**src/rtl/rgb_matrix_pkg.sv**
```systemverilog
// Shared definitions for the RGB LED matrix scanner: default geometry,
// PWM depth, blanking length, output polarity and the scan state encoding.
package rgb_matrix_pkg;

    localparam int DEF_ROWS       = 8;
    localparam int DEF_COLS       = 8;
    localparam int DEF_PWM_BITS   = 3;
    localparam int DEF_BLANK      = 1;
    localparam int DEF_ACTIVE_LOW = 1;

    // BLANK: rows forced off while the column line settles.
    // DRIVE: rows modulated by the PWM comparison.
    typedef enum logic {
        ST_BLANK = 1'b0,
        ST_DRIVE = 1'b1
    } state_t;

endpackage

```
**src/rtl/rgb_matrix_pwm_cmp.sv**
```systemverilog
// One colour, one column: each row is lit while its intensity exceeds the
// current PWM step. Produces raw "lit" bits; polarity is applied by the caller.
module rgb_matrix_pwm_cmp
    import rgb_matrix_pkg::*;
#(
    parameter int ROWS     = DEF_ROWS,
    parameter int PWM_BITS = DEF_PWM_BITS
) (
    input  logic [ROWS*PWM_BITS-1:0] level,
    input  logic [PWM_BITS-1:0]      p,
    output logic [ROWS-1:0]          lit
);

    // Unsigned magnitude compare per row: level 0 never lights, full scale always does.
    always_comb begin
        lit = '0;
        for (int r = 0; r < ROWS; r++) begin
            lit[r] = (level[r*PWM_BITS +: PWM_BITS] > p);
        end
    end

endmodule

```
**src/rtl/rgb_matrix_scanner.sv**
```systemverilog
// Column-multiplexed RGB LED matrix scanner with per-pixel PWM.
// A sequencer walks BLANK -> DRIVE for every column; a double buffer
// (shadow + active) takes new frames over a valid/ready handshake and only
// swaps at the frame boundary so a frame is never shown half old, half new.
// The sequencer registers hold the position of the cycle about to be shown;
// every output is a register loaded from that position.
module rgb_matrix_scanner
    import rgb_matrix_pkg::*;
#(
    parameter int ROWS       = DEF_ROWS,
    parameter int COLS       = DEF_COLS,
    parameter int PWM_BITS   = DEF_PWM_BITS,
    parameter int BLANK      = DEF_BLANK,
    parameter int ACTIVE_LOW = DEF_ACTIVE_LOW
) (
    input  logic                          clk,
    input  logic                          reset,
    input  logic [ROWS*COLS*PWM_BITS-1:0] pix_r,
    input  logic [ROWS*COLS*PWM_BITS-1:0] pix_g,
    input  logic [ROWS*COLS*PWM_BITS-1:0] pix_b,
    input  logic                          pix_valid,
    output logic                          pix_ready,
    output logic [ROWS-1:0]               led_r,
    output logic [ROWS-1:0]               led_g,
    output logic [ROWS-1:0]               led_b,
    output logic [$clog2(COLS)-1:0]       led_com,
    output logic                          frame_start
);

    localparam int D        = (1 << PWM_BITS) - 1;
    localparam int CNT_MAX  = (BLANK > D) ? BLANK : D;
    localparam int CNT_W    = $clog2(CNT_MAX + 1);
    localparam int COL_W    = $clog2(COLS);
    localparam int FRAME_W  = ROWS * COLS * PWM_BITS;
    localparam int COLUMN_W = ROWS * PWM_BITS;

    localparam logic [CNT_W-1:0] BLANK_LAST = CNT_W'(BLANK - 1);
    localparam logic [CNT_W-1:0] DRIVE_LAST = CNT_W'(D - 1);
    localparam logic [COL_W-1:0] COL_LAST   = COL_W'(COLS - 1);
    localparam logic [ROWS-1:0]  OFF        = (ACTIVE_LOW != 0) ? {ROWS{1'b1}} : {ROWS{1'b0}};

    // Sequencer: position of the upcoming displayed cycle.
    state_t             state_p0;
    state_t             state_nxt;
    logic [CNT_W-1:0]   cnt_p0;
    logic [CNT_W-1:0]   cnt_nxt;
    logic [COL_W-1:0]   col_p0;
    logic [COL_W-1:0]   col_nxt;

    // High while the last DRIVE cycle of the last column is on display.
    logic               frame_last;

    // Frame storage.
    logic [FRAME_W-1:0] shadow_r;
    logic [FRAME_W-1:0] shadow_g;
    logic [FRAME_W-1:0] shadow_b;
    logic [FRAME_W-1:0] active_r;
    logic [FRAME_W-1:0] active_g;
    logic [FRAME_W-1:0] active_b;

    // Selected column intensities and comparator results.
    logic [COLUMN_W-1:0] col_lvl_r;
    logic [COLUMN_W-1:0] col_lvl_g;
    logic [COLUMN_W-1:0] col_lvl_b;
    logic [ROWS-1:0]     lit_r;
    logic [ROWS-1:0]     lit_g;
    logic [ROWS-1:0]     lit_b;
    logic [PWM_BITS-1:0] pwm_step;

    logic drive_now;
    logic first_of_frame;
    logic last_of_frame;

    assign pwm_step       = cnt_p0[PWM_BITS-1:0];
    assign drive_now      = (state_p0 == ST_DRIVE);
    assign first_of_frame = (state_p0 == ST_BLANK) && (cnt_p0 == '0) && (col_p0 == '0);
    assign last_of_frame  = drive_now && (cnt_p0 == DRIVE_LAST) && (col_p0 == COL_LAST);

    // Sequencer state register.
    always_ff @(posedge clk or posedge reset) begin
        if (reset) begin
            state_p0 <= ST_BLANK;
            cnt_p0   <= '0;
            col_p0   <= '0;
        end else begin
            state_p0 <= state_nxt;
            cnt_p0   <= cnt_nxt;
            col_p0   <= col_nxt;
        end
    end

    // Sequencer next state: BLANK for BLANK cycles, DRIVE for D cycles, then next column.
    always_comb begin
        state_nxt = state_p0;
        cnt_nxt   = cnt_p0 + 1'b1;
        col_nxt   = col_p0;
        case (state_p0)
            ST_BLANK: begin
                if (cnt_p0 == BLANK_LAST) begin
                    state_nxt = ST_DRIVE;
                    cnt_nxt   = '0;
                end
            end
            ST_DRIVE: begin
                if (cnt_p0 == DRIVE_LAST) begin
                    state_nxt = ST_BLANK;
                    cnt_nxt   = '0;
                    col_nxt   = (col_p0 == COL_LAST) ? '0 : col_p0 + 1'b1;
                end
            end
            default: begin
                state_nxt = ST_BLANK;
                cnt_nxt   = '0;
            end
        endcase
    end

    // Pick the intensities of the upcoming column out of the active buffer.
    always_comb begin
        col_lvl_r = '0;
        col_lvl_g = '0;
        col_lvl_b = '0;
        for (int c = 0; c < COLS; c++) begin
            if (col_p0 == COL_W'(c)) begin
                col_lvl_r = active_r[c*COLUMN_W +: COLUMN_W];
                col_lvl_g = active_g[c*COLUMN_W +: COLUMN_W];
                col_lvl_b = active_b[c*COLUMN_W +: COLUMN_W];
            end
        end
    end

    rgb_matrix_pwm_cmp #(
        .ROWS     (ROWS),
        .PWM_BITS (PWM_BITS)
    ) u_cmp_r (
        .level (col_lvl_r),
        .p     (pwm_step),
        .lit   (lit_r)
    );

    rgb_matrix_pwm_cmp #(
        .ROWS     (ROWS),
        .PWM_BITS (PWM_BITS)
    ) u_cmp_g (
        .level (col_lvl_g),
        .p     (pwm_step),
        .lit   (lit_g)
    );

    rgb_matrix_pwm_cmp #(
        .ROWS     (ROWS),
        .PWM_BITS (PWM_BITS)
    ) u_cmp_b (
        .level (col_lvl_b),
        .p     (pwm_step),
        .lit   (lit_b)
    );

    // Output registers: row drive with polarity, column index and frame markers.
    always_ff @(posedge clk or posedge reset) begin
        if (reset) begin
            led_r       <= OFF;
            led_g       <= OFF;
            led_b       <= OFF;
            led_com     <= '0;
            frame_start <= 1'b0;
            frame_last  <= 1'b0;
        end else begin
            led_r       <= drive_now ? (lit_r ^ OFF) : OFF;
            led_g       <= drive_now ? (lit_g ^ OFF) : OFF;
            led_b       <= drive_now ? (lit_b ^ OFF) : OFF;
            led_com     <= col_p0;
            frame_start <= first_of_frame;
            frame_last  <= last_of_frame;
        end
    end

    // Shadow capture; contents only matter while marked full, so no reset.
    always_ff @(posedge clk) begin
        if (pix_valid && pix_ready) begin
            shadow_r <= pix_r;
            shadow_g <= pix_g;
            shadow_b <= pix_b;
        end
    end

    // Handshake and frame-boundary swap. The swap tests the shadow as it was
    // before this edge, so a frame accepted on the boundary waits one frame.
    always_ff @(posedge clk or posedge reset) begin
        if (reset) begin
            active_r  <= '0;
            active_g  <= '0;
            active_b  <= '0;
            pix_ready <= 1'b1;
        end else if (frame_last && !pix_ready) begin
            active_r  <= shadow_r;
            active_g  <= shadow_g;
            active_b  <= shadow_b;
            pix_ready <= 1'b1;
        end else if (pix_valid && pix_ready) begin
            pix_ready <= 1'b0;
        end
    end

endmodule

```
**config.mk**
```make
export PLATFORM = sky130hd
export DESIGN_NAME = rgb_matrix_scanner
export DESIGN_NICKNAME = d
export VERILOG_FILES = /design/src/rtl/rgb_matrix_pkg.sv /design/src/rtl/rgb_matrix_pwm_cmp.sv /design/src/rtl/rgb_matrix_scanner.sv
export SDC_FILE = /design/constraint.sdc
export NUM_CORES = 2
export LEC_CHECK = 0
export CORE_AREA = 2 2 292 294
export CTS_BUF_LIST = sky130_fd_sc_hd__clkbuf_4
export DETAILED_ROUTE_END_ITERATION = 8
export DIE_AREA = 0 0 294 296
export PLACE_DENSITY = 0.81
export RECOVER_POWER = 50
export SYNTH_ARGS = -nofsm -noshare
export SYNTH_HDL_FRONTEND = slang
export SYNTH_SLANG_ARGS = --single-unit
```
**constraint.sdc**
```tcl
create_clock -name clk -period 30.1 [get_ports clk]
set_input_delay 6.02 -clock clk [delete_from_list [all_inputs] [get_ports clk]]
set_output_delay 6.02 -clock clk [all_outputs]
set_load 0.02 [all_outputs]
```
# After elaboration in Yosys (flattened, before gate mapping)

Cells that the tools add are included.

Bits of input ports: 579
Bits in registers: 1,189
Logic and storage cells: 101
Output and inout bits: 29

Multiplexer cells: 36
Order comparisons: 24
Reductions and logical operators: 11
$add $sub $neg: 2
Equal/unequal tests: 8
Bitwise gates (word level): 4

Operators by type and width:

| kind                | count |
|---|---|
| $mux 24             | 24 |
| $gt 3x3->1          | 24 |
| $mux 8              | 3 |
| $not 8->8           | 3 |
| $eq 3x3->1 const B  | 5 |
| $mux 3              | 3 |
| $add 3x1->3 const B | 2 |
| $eq 3x2->1 const B  | 2 |
| $logic_and 1x1->1   | 6 |
| $logic_not 3->1     | 2 |
| $pmux 3 s2          | 1 |
| $mux 1              | 4 |
| $eq 3x1->1 const B  | 1 |
| $pmux 1 s2          | 1 |
| $reduce_and 2->1    | 1 |
| $reduce_bool 2->1   | 1 |
| $logic_not 1->1     | 1 |
| $not 1->1           | 1 |

# Longest topological paths before layout

Word-level depth: 12
Gate-level depth with buffers: 13

# By module

Synthesis repeated with hierarchy kept, for this count alone.

Cell total of the unflattened synthesis: 3,326
Area total of the unflattened synthesis: 47,214.0 sq um

By module, submodules not included:

| module             | area an instance (sq um) | seq. area each (sq um) | cells an instance | instances |
|---|---|---|---|---|
| rgb_matrix_scanner | 45,630.0                 | 32,667.6               | 3,128             | 1 |
| rgb_matrix_pwm_cmp | 528.0                    | 0.0                    | 66                | 3 |

# Least setup slack after synthesis

OpenSTA, ideal clock, no wires.

Path type: input -> register
From: input port pix_valid
To: register shadow_b[0] (enable)
Path slack: 10.224 ns
Arrival time: 18.861 ns
Buffers on the path: 0
Required time: 29.085 ns
Stages: 1
Cells stage by stage: and2_1

Cells in the longest elaborated chain, start to end: 1

RTL lines:

| what                 | RTL line                  | RTL |
|---|---|---|
| start, declared      | rgb_matrix_scanner.sv:21  | `input logic pix_valid,` |
| $logic_and 1x1->1    | rgb_matrix_scanner.sv:180 | `if (pix_valid && pix_ready) begin` |
| end signal, assigned | rgb_matrix_scanner.sv:183 | `shadow_b <= pix_b;` |
| end, declared        | rgb_matrix_scanner.sv:56  | `logic [FRAME_W-1:0] shadow_b;` |

Every way passes these cells.
A chain may end at the register's enable or synchronous reset.

# Final worst setup path

From: register pix_ready
To: register active_g[131]

Cells in the longest elaborated chain, start to end: 2

RTL lines:

| what                   | RTL line                  | RTL |
|---|---|---|
| start, declared        | rgb_matrix_scanner.sv:22  | `output logic pix_ready,` |
| start signal, assigned | rgb_matrix_scanner.sv:194 | `pix_ready <= 1'b1;` |
| start signal, assigned | rgb_matrix_scanner.sv:199 | `pix_ready <= 1'b1;` |
| start signal, assigned | rgb_matrix_scanner.sv:201 | `pix_ready <= 1'b0;` |
| $logic_not 1->1        | rgb_matrix_scanner.sv:195 | `end else if (frame_last && !pix_ready) begin` |
| $logic_and 1x1->1      | rgb_matrix_scanner.sv:195 |  |
| end signal, assigned   | rgb_matrix_scanner.sv:197 | `active_g <= shadow_g;` |
| end, declared          | rgb_matrix_scanner.sv:58  | `logic [FRAME_W-1:0] active_g;` |

Every way passes these cells.

==> out/summary.txt <==
Setup_tns - 0 ns
Sw power - 0.714 mW
Sw Share - 21.9%
F_max - 0.0705 GHz
Leakage - 24.1 nW
Ys Warns - 0
Sequential share of the synthesized area - 68.9%
P_int - 2.55 mW
Starting Density - 56.3%
Area share of the largest cell type after synthesis - 36.5%
Crit start category - register
Fin. Hold Viols - 0
Die Ht - 296 µm
Layout cells sized above 1 - 26.4%
Die footprint - 0.0870 mm²
Count leader, synth - dfrtp_1
CP Launch Point - pix_ready
Worst vdd ir - 0.0429 mV
Avg Cell Area, Syn - 14.8 µm²
CTS tree - yes
Worst Hold Depth - 2
Post-synth ARST share - 51.6%
Cts bufs inserted - 320
Initial antenna violation count - 87
Synth Instances - 3,201
Outcome - finished, violations left
Cts hold-fix bufs - 0
Clk_skew - 0.128 ns
Std cell rows - 107
Required @ worst endpoint - 30.88 ns
Worst reg2reg startpoint - pix_ready
Post-CTS Setup Bufs - 0
Crit-path max cell delay - 6.09 ns
Post-Syn Area - 0.0474 mm²
Adder-Cell Fraction of Synth Area - 2.14%
Worst path bufs/invs - 3
Final #Nets - 4,621
Ys flop type - dfrtp_1
Worst min path class - reg2reg
PwrDens - 55.8 mW/mm²
Placed instance area - 0.0543 mm²
Gp weighted congestion - 0.828
Synth area leader - edfxtp_1
Sink of the worst hold path - active_b[74]
Net Count, Synth - 3,861
HP Start - shadow_b[74]
Simple-Gate Fraction of Synth Area - 4.52%
Area contributors post-synth - edfxtp_1, dfrtp_1, mux2_2, ha_1, nand2_1
Final HPWL DP - 84,300 µm
First-pass detailed-route iteration total - 6
Vias in the first global route - 32,000
Synth Area in Compound Gates - 9.41%
Worst Path Max Fanout - 169
Die W - 294 µm
Failing checks - capacitance limit, slew limit
Critical Path End Type - register
Commonest cells post-synth - dfrtp_1, edfxtp_1, mux2_2, nand2_1, o21ai_0
Clk buf depth - 4
Worst Hold Slack - 0.413 ns
Final Util - 69.4%
Htree depth - 5
Drt drc - 0
Worst setup path category - reg2reg
Overflow after GRT - 0
Clock share of power - 43.2%
Unrepaired setup endpoints after global routing - no
Routed WL - 134,000 µm
Worst-Margin Slew - 9.30 ns
Post-synth EDFFs - 576
1st-iter DRT viols - 3,063
Root Buffer - clkbuf_4
Critical Path AT - 14.97 ns
Synth cell types - 39
Seq pwr share - 53.6%
First-pass GRT wire length - 196,000 µm
Routed vias - 31,600
Max Cap Violations - 12
Most used cell, CP - clkbuf_1
Routed vias/inst - 5.88
IO Port Bufs - 607
I/O pin count - 608
Main combinational cell family by area after synthesis - multiplexers
Largest net degree at the start of global routing - 173
DRT antenna net count - 0
Setup violations, final - 0
Synth Area in XOR/XNOR - 0%
Syn-to-layout area delta - 23.3%
Reg-to-reg endpoint - active_g[131]
Max_slew headroom - -520%
Worst-skew pair later-pin latency - 1.20 ns
R2R Setup Slk - 15.91 ns
Worst r2r path cells - 5
Period utilization - 47.1%
Total power - 3.26 mW
Slowest cell on crit path - clkbuf_1
Clk slew on worst S/H paths - 0.06 ns
Fin. max-slew vios - 975
Combinational share of power - 3.2%
Final instance area - 0.0584 mm²
Gr usage total - 30.6%
DR WL/cell - 25.0 µm
Core area - 0.0842 mm²
Mux share of post-synthesis cell area - 12.3%
CP Cell Sequence - nor2b_4 -> clkbuf_1 -> clkbuf_1 -> clkbuf_1 -> o21ai_0
CTS Sinks - 1,189
Synthesized flop and latch total - 1,189
Fin crit period - 14.19 ns
Crit path max-delay family - buffers and inverters
Post-cts resize count - 0
==> power by group through the flow <==
stage                     registers, mW  logic (mW)  clock network, mW
final                              1.75       0.104               1.41
after global routing               1.75       0.112               1.52
after CTS                          1.75       0.121               1.43
after detailed placement           1.78       0.120                  0
after global placement             1.78       0.120                  0
after floorplan                    1.80      0.0229                  0
==> cells by family (layout without fill, tap and decap cells) <==
logic type / after synthesis / count (layout)
buf+inv: 299 / 1299
flops: 1189 / 1189
other cells: 0 / 72
simple gates: 472 / 472
fa+ha+maj: 81 / 81
mux: 517 / 517
compound gates: 643 / 643
==> worst reg2reg max path, delay by kind of cell, from the launching register on <==
family / cells / cell delay, ns
compound gates: 1 / 0.57
buf+inv: 3 / 12.73
flops: 1 / 0.41
simple gates: 1 / 0.12
==> worst max path at each step <==
| stage | endpoint | slack, ns | depth (start not counted) |
|---|---|---|---|
| 2_1_floorplan | active_b[0] | 6.96 | 1 |
| 3_3_place_gp | shadow_g[132] | 19.85 | 5 |
| 3_5_place_dp | shadow_b[189] | 19.78 | 5 |
| 4_1_cts | shadow_r[71] | 21.04 | 5 |
| 5_1_grt | active_g[131] | 14.94 | 5 |
| 6_report | active_g[131] | 15.91 | 5 |
==> layout make-up <==
class,count,area (µm²)
flip-flops and latches,1189,32700
well taps,1090,1360
clock inverters,67,292
clock buffers,495,3720
repair buffers,651,6390
diodes,72,180
inverters,86,325
fillers,5657,25800
multi-input cells,1713,13500
==> state kept, by name, indices dropped and copies added (netlist names) <==
register     flops
shadow_b       192
frame_last       1
active_r       192
led_r            8
active_b       192
shadow_r       192
led_b            8
cnt_p0           3
pix_ready        1
led_g            8
drive_now        1
shadow_g       192
frame_start      1
led_com          3
col_p0           3
active_g       192
==> stage by stage <==
stage / instances / setup WS, ns
detailed placement: 4729 / 19.78
CTS: 5291 / 21.04
global route: 5339 / 14.94
global placement: 4729 / 19.85
floorplan: 3201 / 6.96
finish: 5363 / 15.91
==> per-layer routing <==
layer,vias to the layer above,track usage (%),share of wire (%),wire [µm]
li1,13700,-,-,-
met2,1622,47.5,48,63800
met1,15800,40.3,40,53400
met4,16,17.0,4.7,6300
met3,390,6.87,7.8,10400
met5,-,0,0.071,95
==> placed cells by master (no fill, tap or decap), types with 25 or more instances in the layout <==
cell type and count:
diode_2 72, o221ai_1 48, nand2_1 256, clkdlybuf4s50_1 30
mux2_2 516, a21oi_1 97, a221oi_1 98, dlygate4sd3_1 577
dfrtp_1 588, ha_1 77, nand3_1 25, nor2b_1 50
edfxtp_1 576, o21ai_0 157, clkinv_1 50, o211ai_1 74
a2bb2oi_1 72, clkbuf_4 495, buf_4 36, a21o_1 25
nor2_1 82, inv_1 80
No activity file was read; power rests on OpenSTA's default activity.
